$ cat src/rtl/sine_step_ctrl.sv
// Sample-rate tick generator and quarter-wave sine table address sequencer.
// Divide-ratio updates are taken only at sample boundaries; a stop always completes the sine cycle.
module sine_step_ctrl #(
  parameter int unsigned DIV_WIDTH  = 10,
  parameter int unsigned ADDR_WIDTH = 8
) (
  input  logic                  clk_in,
  input  logic                  reset,
  input  logic                  enable,
  input  logic [DIV_WIDTH-1:0]  div_value,
  input  logic                  div_load,
  output logic                  div_ack,
  output logic                  tick,
  output logic [ADDR_WIDTH-1:0] lut_addr,
  output logic [1:0]            quadrant,
  output logic                  negate,
  output logic                  running
);

  localparam int unsigned PhaseWidth = ADDR_WIDTH + 2;

  typedef enum logic [1:0] {StIdle, StRun, StStop} state_e;

  state_e                state_q, state_d;
  logic [DIV_WIDTH-1:0]  cnt_q, cnt_d;
  logic [DIV_WIDTH-1:0]  div_active_q, div_active_d;
  logic [DIV_WIDTH-1:0]  pending_q, pending_d;
  logic                  pending_valid_q, pending_valid_d;
  logic [PhaseWidth-1:0] phase_q, phase_d;
  logic                  tick_q, tick_d;
  logic                  ack_q, ack_d;
  logic                  running_q, running_d;

  logic                  tick_now;
  logic                  apply;
  logic [ADDR_WIDTH-1:0] lo;

  always_comb begin
    state_d         = state_q;
    cnt_d           = cnt_q;
    phase_d         = phase_q;
    div_active_d    = div_active_q;
    pending_d       = pending_q;
    pending_valid_d = pending_valid_q;
    ack_d           = 1'b0;

    tick_now = (state_q != StIdle) && (cnt_q == div_active_q);
    // Idle applies immediately; otherwise only on the edge closing a tick cycle.
    apply    = pending_valid_q && ((state_q == StIdle) || tick_now);

    if (apply) begin
      div_active_d    = pending_q;
      pending_valid_d = 1'b0;
      ack_d           = 1'b1;
    end
    // A load coinciding with a boundary becomes pending for the next one.
    if (div_load) begin
      pending_d       = div_value;
      pending_valid_d = 1'b1;
    end

    unique case (state_q)
      StIdle: begin
        cnt_d = '0;
        if (enable) begin
          state_d = StRun;
        end
      end
      StRun, StStop: begin
        if (tick_now) begin
          cnt_d   = '0;
          phase_d = phase_q + 1'b1;
        end else begin
          cnt_d = cnt_q + 1'b1;
        end
        if (enable) begin
          state_d = StRun;
        end else if (tick_now && (phase_q == {PhaseWidth{1'b1}})) begin
          state_d = StIdle;
        end else if (!tick_now && (phase_q == '0)) begin
          // No sample of this cycle issued yet: nothing to finish.
          state_d = StIdle;
          cnt_d   = '0;
        end else begin
          state_d = StStop;
        end
      end
      default: begin
        state_d = StIdle;
        cnt_d   = '0;
      end
    endcase

    running_d = (state_d != StIdle);
    tick_d    = running_d && (cnt_d == div_active_d);
  end

  always_ff @(posedge clk_in or posedge reset) begin
    if (reset) begin
      state_q         <= StIdle;
      cnt_q           <= '0;
      div_active_q    <= '1;
      pending_q       <= '0;
      pending_valid_q <= 1'b0;
      phase_q         <= '0;
      tick_q          <= 1'b0;
      ack_q           <= 1'b0;
      running_q       <= 1'b0;
    end else begin
      state_q         <= state_d;
      cnt_q           <= cnt_d;
      div_active_q    <= div_active_d;
      pending_q       <= pending_d;
      pending_valid_q <= pending_valid_d;
      phase_q         <= phase_d;
      tick_q          <= tick_d;
      ack_q           <= ack_d;
      running_q       <= running_d;
    end
  end

  // Odd quadrants walk the quarter-wave table backwards.
  assign quadrant = phase_q[PhaseWidth-1 -: 2];
  assign lo       = phase_q[ADDR_WIDTH-1:0];
  assign lut_addr = quadrant[0] ? ~lo : lo;
  assign negate   = quadrant[1];
  assign tick     = tick_q;
  assign div_ack  = ack_q;
  assign running  = running_q;

endmodule

$ cat config.mk
export PLATFORM = sky130hd
export DESIGN_NAME = sine_step_ctrl
export DESIGN_NICKNAME = d
export VERILOG_FILES = /design/src/rtl/sine_step_ctrl.sv
export SDC_FILE = /design/constraint.sdc
export NUM_CORES = 1
export LEC_CHECK = 0
export CAP_MARGIN = 0
export CORE_AREA = 2 2 73 75
export CTS_BUF_LIST = sky130_fd_sc_hd__clkbuf_8 sky130_fd_sc_hd__clkbuf_16
export DETAILED_ROUTE_END_ITERATION = 7
export DIE_AREA = 0 0 75 77
export PLACE_DENSITY = 0.76
export SYNTH_ARGS = -nofsm -noshare
export SYNTH_HDL_FRONTEND = slang
export SYNTH_SLANG_ARGS = --single-unit
$ cat constraint.sdc
create_clock -name clk_in -period 2.3 [get_ports clk_in]
set_input_delay 0.46 -clock clk_in [delete_from_list [all_inputs] [get_ports clk_in]]
set_output_delay 0.46 -clock clk_in [all_outputs]
set_load 0.02 [all_outputs]
Word-level counts from Yosys, hierarchy flattened
Index checks and enable logic that the tools add are counted.
Word-level totals
  flip-flop bits (word level): 46
  bits of input ports: 14
  output and inout bits: 14
  logic and storage cells: 46
Cells by class
  add/sub/neg operators: 2
  equal/unequal tests: 5
  multiplexer cells: 15
  bitwise logic cells: 1
  reduce and logical (&&, ||, !) cells: 14
Operators by type and width (count)
  10-bit two-way mux: 6
  10-bit by 1-bit adder with 10-bit output (second input constant): 2
  10-bit == test: 2
  10-bit == test (second input constant): 1
  10-bit zero test: 1
  2-bit two-way mux: 4
  8-bit two-way mux: 1
  8-bit inverter: 1
  2-bit nonzero test: 3
  1-bit logical AND: 5
  2-bit case mux with 2 select lines: 1
  1-bit two-way mux: 3
  2-bit by 1-bit == test with 1-bit output (second input constant): 1
  2-bit == test (second input constant): 1
  2-bit zero test: 1
  2-bit AND reduction: 1
  2-bit OR reduction: 1
  1-bit zero test: 1
  1-bit logical OR: 1

Depth between registers and ports, before layout
  word-level depth: 10
  mapped depth: 10

Worst setup path before layout
OpenSTA, ideal clock, no wires.
  path type: flip-flop to flip-flop
  start point: register cnt_q[0]
  end point: register tick_q (netlist: tick)
  setup time: 121 ps
  arrival time: 2258 ps
  data required time: 2179 ps
  setup slack: -79 ps
  stages on the path, launching flop included: 10
  path buffers: 1
  period minus slack after synthesis: 2379 ps
  cells stage by stage: dfrtp_1 > buf_6 > xor2_2 > nor4_4 > nand4_2 > or4_1 > a32oi_1 > nor3_1 > o2111ai_1 > and4b_1
Between the ends
  longest elaborated chain between the ends: 10
  elaborated cells on any way between the ends: 21
  those cells by class: add/sub: 1; eq/ne: 2; mux: 10; reduce/logical: 8
RTL lines
  start, declared: RTL line 25  | logic [DIV_WIDTH-1:0] cnt_q, cnt_d;
  start signal, assigned: RTL line 111  | cnt_q <= cnt_d;
  10-bit == test (*): RTL line 47  | tick_now = (state_q != StIdle) && (cnt_q == div_active_q);
  1-bit logical AND (*): RTL line 47
  1-bit zero test: RTL line 80  | end else if (!tick_now && (phase_q == '0)) begin
  1-bit logical AND: RTL line 80
  2-bit two-way mux: RTL line 80
  2-bit two-way mux (*): RTL line 78  | end else if (tick_now && (phase_q == {PhaseWidth{1'b1}})) begin
  2-bit two-way mux (*): RTL line 76  | if (enable) begin
  2-bit case mux with 2 select lines (*): RTL line 62  | unique case (state_q)
  net state_d[1]: RTL line 24  | state_e state_q, state_d;
  2-bit nonzero test (*): RTL line 94  | running_d = (state_d != StIdle);
  1-bit logical AND (*): RTL line 95  | tick_d = running_d && (cnt_d == div_active_d);
  net tick_d: RTL line 30  | logic tick_q, tick_d;
  end signal, assigned: RTL line 116  | tick_q <= tick_d;
  end, declared: RTL line 30
The timed path passes the listed nets; every way through them passes the cells marked *.
A chain may end at the register's enable or synchronous reset.

Worst setup path after layout
  start point: register div_active_q[3]
  end point: register tick_q (netlist: tick)
Between the ends
  elaborated cells on any way between the ends: 20
  those cells by class: eq/ne: 2; mux: 10; reduce/logical: 8
RTL lines
  start, declared: RTL line 26  | logic [DIV_WIDTH-1:0] div_active_q, div_active_d;
  start signal, assigned: RTL line 112  | div_active_q <= div_active_d;
  10-bit == test: RTL line 47
  1-bit logical AND: RTL line 47
  1-bit logical OR: RTL line 49  | apply = pending_valid_q && ((state_q == StIdle) || tick_now);
  1-bit logical AND: RTL line 49
  10-bit two-way mux: RTL line 51  | if (apply) begin
  net div_active_d[1]: RTL line 26
  10-bit == test: RTL line 95
  1-bit logical AND: RTL line 95
  net tick_d: RTL line 30
The timed path passes the listed nets, and every way through them passes these cells.

==> metrics <==
outcome=complete, but fails checks; failing checks=setup timing; GRT Resource Usage Total=0.199; FILL cells=387; worst-margin pin slew=0.579 ns; most frequent cell after synthesis=dfrtp_1; YS warnings=0; Slew HR=0.613; die span in y=~77 µm; hpwl dp=3.68 mm; Synth Cell Area=2430 µm²; GR Overflow Total=0; routed len/inst=~14 µm; H-Tree Level Count=2; Iteration-0 DRC Markers=68; Placed Cells incl. Taps=342; final slew viol count=0; PwrDens=898 nW/µm²; Achievable Freq=0.385 GHz; crit-path most repeated cell=buf_4; IO buf count=27; Post-synth EDFFs=0; #FFs+latches synth=46; sequential power share=0.389; share of Yosys cell area claimed by the top area cell type=0.371; Row Count=26; final worst slack=-0.295 ns; vias post-DR=1786; Initial Utilization=0.488; CP arrival=2.83 ns; Data required, critical path=2.54 ns; worst r2r src=div_active_q[3]; number of global-route vias before repair=1877; Antenna Nets Post-Route=0; TritonCTS clock tree=yes; R2R depth=11; crit-path cells=xor2_2 -> nor4_4 -> buf_4 -> a41oi_2 -> buf_4 -> buf_6 -> mux2_4 -> xor2_1 -> nor2_1 -> o2111ai_2 -> and4b_1; DIE AREA=5780 µm²; syn nets=~230; Num CTS Buffers=5; Setup TNS=-0.506 ns; Hold Fails Final Rpt=0; clk sinks=46; placed instance area=3050 µm²; DIE WIDTH=75 µm; Peak VDD IR=0.588 mV; largest net degree at the start of global routing=47; Switching Share=0.342; CP Launch Point=div_active_q[3]; LEAKAGE=about 1.6 nW; Worst R2R Setup Slack=-0.30 ns; Clock Latency Late Sink=0.30 ns; most common library cells after synthesis=dfrtp_1 (36), xor2_1 (29), mux2_2 (18), nor2_1 (15), inv_1 (12); Seq/Total Area, Yosys=0.479; Worst Setup Start Kind=flip-flop; share of post-route cells with drive strength above 1=0.381; r2r endpoint=tick; Tmin final=2.60 ns; # IOs=28; largest cells by area after synthesis=dfrtp_1 (37%), dfstp_2 (11%), xor2_1 (10%); syn_area_per_cell=11.4 µm²; Root Buffer=clkbuf_8; RSZ-0062 raised after global routing=true; clk_skew=0.00725 ns; area grow syn2layout=37.1%; final worst-path cycle share=1.13; synthesized instance count=212; final cell count without fillers=roughly 360; hold crit path type=flip-flop to flip-flop; post-synth top area cell=dfrtp_1; crit end category=flip-flop; endpoints failing setup=3; DR pass1 iterations=4; cell area after layout=about 3300 µm²; ys async rst share=1.00; slowest CP cell=dfstp_2; number of distinct library cells after synthesis=42; Total Nets Final=a little over 300; via-per-instance ratio=just under 5; first-pass GRT wire length=around 8.7 mm; WS Path Type=flip-flop to flip-flop; CP max stage delay=0.58 ns; ANT cells=0; internal power=between 0.0015 and 0.002 W; initial antenna violation count=0; max cap viols=0; Reg clk slew, reported paths=0.08 ns; Core Region=4980 µm²; clock share of power=0.154; Main synth FF type=dfrtp_1; Combinational Power Share=0.458; Critical Path Fanout Max=5; critical path capture point=tick; Psw=0.00102 W; routed wire length=about 5 mm; routability-driven placement congestion ratio=between 0.7 and 0.8; DRC viols=0; Clock Tree Buf Depth=2
-- logic make-up after synthesis --
kind of cell,after synthesis,synth area share
multiplexers,22,0.102
XOR/XNOR,41,0.151
AND/OR/NAND/NOR,58,0.143
AO/OA/AOI/OAI,17,0.0495
flip-flops,46,0.479
adder cells (fa/ha/maj),6,0.0309
buffers and inverters,22,0.0438
-- power groups by stage --
stage               clock, W  sequential [W]  combinational, W
detailed placement         0         0.00116           0.00121
finish              0.000459         0.00116           0.00137
floorplan                  0         0.00115          0.000735
global route        0.000506         0.00118           0.00149
global placement           0         0.00115           0.00117
CTS                 0.000472         0.00115           0.00132
-- through the flow --
stage                     worst slack (ns)  total power (W)  hold slack [ns]   util
final                               -0.295          0.00299            0.509  0.669
after global routing                -0.440          0.00318            0.533  0.669
after CTS                           -0.330          0.00294            0.512  0.652
after detailed placement            -0.369          0.00237            0.494  0.614
after global placement              -0.236          0.00232            0.489  0.614
after floorplan                    -0.0280          0.00189            0.477      -
-- placed cells by master, fill, tap and decap left out, types with 3 or more instances in the layout --
cell and n:
buf_4 48, dfrtp_1 36, clkdlybuf4s50_1 26, xor2_1 23, mux2_2 16, inv_1 14, nor2_1 13, xnor2_1 11
dfstp_2 10, nand2_1 7, xor2_2 7, ha_1 6, a21oi_1 5, nand3_1 5, clkbuf_8 5, and3_1 4
buf_6 4, o21ai_0 3, nor2b_1 3, nand4_1 3, mux2_4 3, mux2i_1 3
-- how the worst min path moves through the flow --
stage                   end          from  cells past startpoint  slack (ns)
2_1_floorplan  pending_q[2]  pending_q[2]                      1        0.48
6_report       pending_q[4]  pending_q[4]                      1        0.51
3_3_place_gp   pending_q[8]  pending_q[8]                      1        0.49
4_1_cts        pending_q[8]  pending_q[8]                      1        0.51
5_1_grt        pending_q[4]  pending_q[4]                      1        0.53
3_5_place_dp   pending_q[8]  pending_q[8]                      1        0.49
-- sequential cells by signal (all words and copies together), names as in the netlist --
signal / count
cnt_q: 10
running: 1
pending_q: 10
div_active_q: 10
phase_q: 10
pending_valid_q: 1
tick: 1
state_q: 2
div_ack: 1
-- area by class of cell --
cell class                      count  area (µm²)  share of cell area
Timing Repair Buffer               79         678               0.204
Clock inverter                      3        11.3             0.00338
Tap cell                           70        87.6              0.0263
Sequential cell                    46        1160               0.350
Multi-Input combinational cell    144        1270               0.383
Inverter                           12        45.0              0.0135
Clock buffer                        5        68.8              0.0207
-- routing by layer --
layer | vias up | global-route usage | wire, µm | part of all wire
li1 | 867 | - | - | -
met4 | 0 | 0.0786 | 140 | 0.028
met1 | 864 | 0.243 | 2080 | 0.41
met3 | 15 | 0.0499 | 205 | 0.040
met5 | - | 0 | 0 | 0
met2 | 40 | 0.331 | 2630 | 0.52
-- critical path: cells and delay by family, from the launching register on --
family	cells	cell delay, ns
and+or+nand+nor	3	0.70
AOI/OAI and AO/OA	2	0.26
DFF	1	0.58
buffers and inverters	3	0.45
xor gates and xnor gates	2	0.24
muxes	1	0.30
-- timing repair --
| item | 4_1_cts | 5_1_grt |
|---|---|---|
| setup buffers | 7 | 4 |
| pin swaps | 10 | 15 |
| gates resized for setup | 12 | 13 |
| setup endpoints to repair | 5 | 8 |
| hold buffers | 0 | 0 |
Power figures use the tool's default switching activity.
==> patch 1: new RTL, same settings <==
The 3 states of `state_e` get a one-hot encoding in 3 bits.
--- a/src/rtl/sine_step_ctrl.sv
+++ b/src/rtl/sine_step_ctrl.sv
@@ -19,7 +19,7 @@
 
   localparam int unsigned PhaseWidth = ADDR_WIDTH + 2;
 
-  typedef enum logic [1:0] {StIdle, StRun, StStop} state_e;
+  typedef enum logic [2:0] {StIdle = 3'b001, StRun = 3'b010, StStop = 3'b100} state_e;
 
   state_e                state_q, state_d;
   logic [DIV_WIDTH-1:0]  cnt_q, cnt_d;
Check against the original RTL: same outputs for any inputs over 10 cycles, from zero or initial values and one cycle with reset high; not proved beyond that.
==> patch 1 against the unedited design <==
The run still ends with negative setup slack left; routed wire length decreased by 6.9%; area after synthesis decreased by 3.5%; setup slack worse by 120 ps; sequential cell count is 1 higher; non-clock buffer count shrank 10; final area down 4.4%; critical path depth fell by 3; worst hold slack got worse by 170 ps; largest cell class is now flip-flops and latches; highest routed layer unchanged.
Power is not compared: it rests on default switching activity, and its combinational part moved more than twofold at a synthesized area within 25%.
==> patch 1: results (changes against the unedited design) <==
- Hold_ws: 337.4 ps (-171.7 ps)
- Pre-CTS setup slack: -439.0 ps (-70.46 ps)
- Crit path max fanout: 3 (-2)
- Final-report setup violation count: 1 (-2)
- RD Place Congestion: 0.8884 (+11%)
- Synth Area in XOR/XNOR: 16.07% (+0.97 points)
- Multi-In Gates: 140 (-2.8%)
- Invs w/o clock: 9 (-3)
- Antenna cell count: 0 (unchanged)
- Status: finished, violations left
- Unique masters post-synth: 39 (-7.1%)
- Clock-cell share of area: 3.696% (+1.3 points)
- Hold WC Path Type: in2async
- Worst path max stage delay: around 570 ps
- Mapped Nets: 222 (-4.3%)
- Register bit total from synthesis: 47 (+2.2%)
- Worst r2r src: div_active_q[6]
- Post-CTS Setup Inserts: 0 (-7)
- Reg2Reg Depth: 8 (-3)
- Max clock buf depth: 2 (unchanged)
- Multi-input combinational area share: 35.90% (-2.4 points)
- CP required: 2500 ps (-40 ps)
- Psw: ~0.00061 W
- Worst slew pin tran: 596.8 ps (+17.95 ps)
- Worst flop-to-flop path endpoint: tick
- Final nets: 290 (-5.8%)
- Vias in the first global route: 1692 (-9.9%)
- Average size of a mapped cell: 11.49 um2 (+0.33%)
- Non-clk bufs: 69 (-13%)
- Clkbuf count: 6 (+1)
- Synth Area in Compound Gates: 4.485% (-0.46 points)
- Register area share after synthesis: 50.77% (+2.8 points)
- First-pass GRT wire length: 8197 um (-5.9%)
- Post-DP HPWL: 3544 um (-3.8%)
- Routed WL per cell: 13.75 um (-2.5%)
- Cells after DPL: 335 (-2.0%)
- PnR worst setup slack: -418.6 ps (-123.3 ps)
- Failing checks: negative setup slack
- Synth area leaders: dfrtp_1, dfstp_2, mux2_2, xnor2_1, xor2_1
- Total GRT Usage: 18.88% (-1.1 points)
- 1st-iter DRT viols: 118 (+74%)
- Layout cell share with drive strength beyond 1: 33.70% (-4.4 points)
- Largest net degree at the start of global routing: 45 (-4.3%)
- Sequential share of cell area: 37.40% (+2.4 points)
- Post-Route WL: 4717 um (-6.9%)
- Placed Area: 3014 um2 (-1.3%)
- Synth top cells by count: dfrtp_1, xnor2_1, xor2_1, mux2_2, nor2_1
- Syn-to-layout area delta: 35.77%
-- patch 1: per-layer routing --
metal	global-route usage, %	vias to the layer above	part of all wire (%)
met5	0	-	0
met4	8.036	0	2.0
met3	3.154	7	3.0
met2	28.51	28	49
met1	26.54	823	46
li1	-	841	-
-- patch 1: power groups by stage --
stage                     clock (W)  combinational, W  sequential [W]
after detailed placement          0          0.000571         0.00106
final                      0.000621          0.000592         0.00105
after global routing       0.000665          0.000649         0.00107
after global placement            0          0.000563         0.00105
after CTS                  0.000637          0.000589         0.00105
after floorplan                   0          0.000355         0.00106
-- patch 1: kinds of logic after synthesis --
| kind of cell | Yosys count |
|---|---|
| AOI/OAI and AO/OA | 13 |
| buffers and inverters | 17 |
| xor gates and xnor gates | 43 |
| adders and majority gates | 4 |
| muxes | 19 |
| DFF | 47 |
| and+or+nand+nor | 61 |
-- patch 1: repair_timing --
item	4_1_cts	5_1_grt
pin swaps	4	1
hold endpoints to repair	0	0
setup endpoints to repair	1	8
gates resized for setup	5	2
==> patch 2: new RTL, config.mk and constraints unchanged <==
Made on the original files. Set the parameter `DIV_WIDTH` to 5 (it was 10).
--- a/src/rtl/sine_step_ctrl.sv
+++ b/src/rtl/sine_step_ctrl.sv
@@ -1,7 +1,7 @@
 // Sample-rate tick generator and quarter-wave sine table address sequencer.
 // Divide-ratio updates are taken only at sample boundaries; a stop always completes the sine cycle.
 module sine_step_ctrl #(
-  parameter int unsigned DIV_WIDTH  = 10,
+  parameter int unsigned DIV_WIDTH  = 5,
   parameter int unsigned ADDR_WIDTH = 8
 ) (
   input  logic                  clk_in,
Interface: changed (resized div_value); port bits go from 28 to 23. No check against the original RTL was run, so the function may have changed too.
==> patch 2 against the unedited design <==
Final area shrank 32%; via count fell by 19%; sequential cell count down 15; area after synthesis is 25% lower; setup slack better by 400 ps; routed wire length decreased by 21%; global-route usage down 5.3 points; highest routed layer unchanged; critical endpoint is now lut_addr[7]; die area is the same; critical path type is now reg2out; total power is 11% lower.
==> patch 2: results (changes against the unedited design) <==
- Sw Share: 40.61% (+6.4 points)
- PnR worst setup slack: 109.2 ps (+404.5 ps)
- RD Place Congestion: 0.8510 (+6.6%)
- CP delay by family, top: buffers and inverters
- Routed vias: 1441 (-19%)
- Status: finished clean
- Unique masters post-synth: 43 (+2.4%)
- Clock Skew: 9.920 ps (+2.674 ps)
- Reg2Reg Depth: 6 (-5)
- Pre-CTS setup slack: 6.558 ps (+375.1 ps)
- Hold Startpoint: phase_q[7]
- H-tree depth: 2 (unchanged)
- Final nets: 223 (-28%)
- Syn. warnings: 0 (unchanged)
- 1st-iter DRT viols: 57 (-16%)
- Synth area leaders: dfrtp_1, dfstp_2, xor2_1, xnor2_1, ha_1
- Worst Hold End: phase_q[7]
- Max VDD drop: 0.6223 mV (+5.8%)
- Synth top cells by count: dfrtp_1, xor2_1, inv_1, xnor2_1, nand2_1
- Routed Antenna Nets: 0 (unchanged)
- Leakage: 1.024 nW (-36%)
- Hold path cells: 1 (unchanged)
- Number of vias per cell: 5.165 (+3.8%)
- Layout cell share with drive strength beyond 1: 18.66% (-19 points)
- Routed WL per cell: 14.26 um (+1.1%)
- First-pass GRT wire length: 6437 um (-26%)
- Cells after DPL: 269 (-21%)
- Worst path max stage delay: 590 ps
- Clock slew at reported path FFs: 60 ps (-20 ps)
- Post-DP HPWL: 2922 um (-21%)
- Port Buffers: 22 (-19%)
- Worst flop-to-flop path endpoint: tick
- Crit path from: phase_q[8]
- Largest net degree at the start of global routing: 32 (-32%)
- Worst skew pair latency: about 290 ps
- Worst r2r src: div_active_q[0]
- Total GRT Usage: 14.62% (-5.3 points)
- Crit path max fanout: 12 (+7)
- Max reg flops: 10
- Register area share after synthesis: 42.96% (-5.0 points)
- Fillers: 474 (+22%)
- Worst slew pin tran: 553.7 ps (-25.17 ps)
- Post-synthesis cell count: 179 (-16%)
- CP arrival: 1730 ps (-1100 ps)
- Num CTS Buffers: 5 (unchanged)
- Slowest cell on crit path: clkdlybuf4s50_1
- Drt pass-1 iters: 4 (unchanged)
- Max clock buf depth: 2 (unchanged)
- Crit path to: lut_addr[7]
- Biggest register: phase_q
- Hold WC Path Type: reg2reg
- Mapped Nets: 194 (-16%)
==> patch 2: cell types whose count changed in the layout (fill, tap and decap cells not counted), sizes merged, moves of 4 or more <==
cell | before | now
mux2 | 19 | 6
buf | 52 | 8
dfstp | 10 | 5
clkdlybuf4s50 | 26 | 22
nor2 | 15 | 6
xor2 | 30 | 14
dfrtp | 36 | 26
==> patch 2: final cells by class <==
| type | instances | area [um2] | area share, % |
|---|---|---|---|
| sequential | 31 | 783.3 | 34.53 |
| tap | 70 | 87.58 | 3.861 |
| multi-input combinational | 128 | 972.2 | 42.86 |
| timing repair buffer | 30 | 280.3 | 12.36 |
| clock buffer | 7 | 96.34 | 4.247 |
| clock inverter | 1 | 3.754 | 0.1655 |
| inverter | 12 | 45.04 | 1.986 |
==> patch 2: cell families after synthesis <==
| family | count (synthesis) | synth area share (%) |
|---|---|---|
| multiplexers | 8 | 5.017 |
| AND/OR/NAND/NOR | 59 | 18.56 |
| adder cells (fa/ha/maj) | 6 | 4.124 |
| buffers and inverters | 20 | 4.604 |
| XOR/XNOR | 25 | 12.03 |
| AO/OA/AOI/OAI | 30 | 12.71 |
| flip-flops | 31 | 42.96 |
==> patch 2: through the flow <==
stage | instance area (um2) | TNS, ps | util [%] | hold WS [ps] | power (W)
2_1_floorplan | 1821 | 0 | - | 483.2 | 0.001728
3_3_place_gp | 2135 | 0 | 42.89 | 519.7 | 0.002101
3_5_place_dp | 2135 | 0 | 42.89 | 518.2 | 0.002122
4_1_cts | 2236 | 0 | 44.92 | 531.1 | 0.002599
5_1_grt | 2268 | -7.855 | 45.58 | 559.7 | 0.002848
6_report | 2268 | 0 | 45.58 | 533.2 | 0.002669
==> patch 2: power by group through the flow <==
stage | combinational, W | sequential (W) | clock (W)
floorplan | 0.000900 | 0.000828 | 0
global placement | 0.00126 | 0.000846 | 0
detailed placement | 0.00127 | 0.000849 | 0
CTS | 0.00128 | 0.000839 | 0.000475
global route | 0.00148 | 0.000859 | 0.000504
finish | 0.00135 | 0.000848 | 0.000468
==> patch 2: what timing repair did <==
| action | CTS | global route |
|---|---|---|
| resized for setup | 1 | 3 |
| pin swaps | 0 | 2 |
| hold buffers | 0 | 0 |
| setup buffers | 0 | 2 |
| endpoints found under the setup margin | 1 | 1 |
| endpoints found under the hold margin | 0 | 0 |
==> patch 2: layer usage <==
metal	vias to the layer above	wire, um	part of all wire (%)	track usage [%]
met2	42	1853	47	20.18
met1	695	1879	47	20.94
li1	694	-	-	-
met3	10	165	4.1	4.468
met4	0	80	2.0	6.071
met5	-	0	0	0
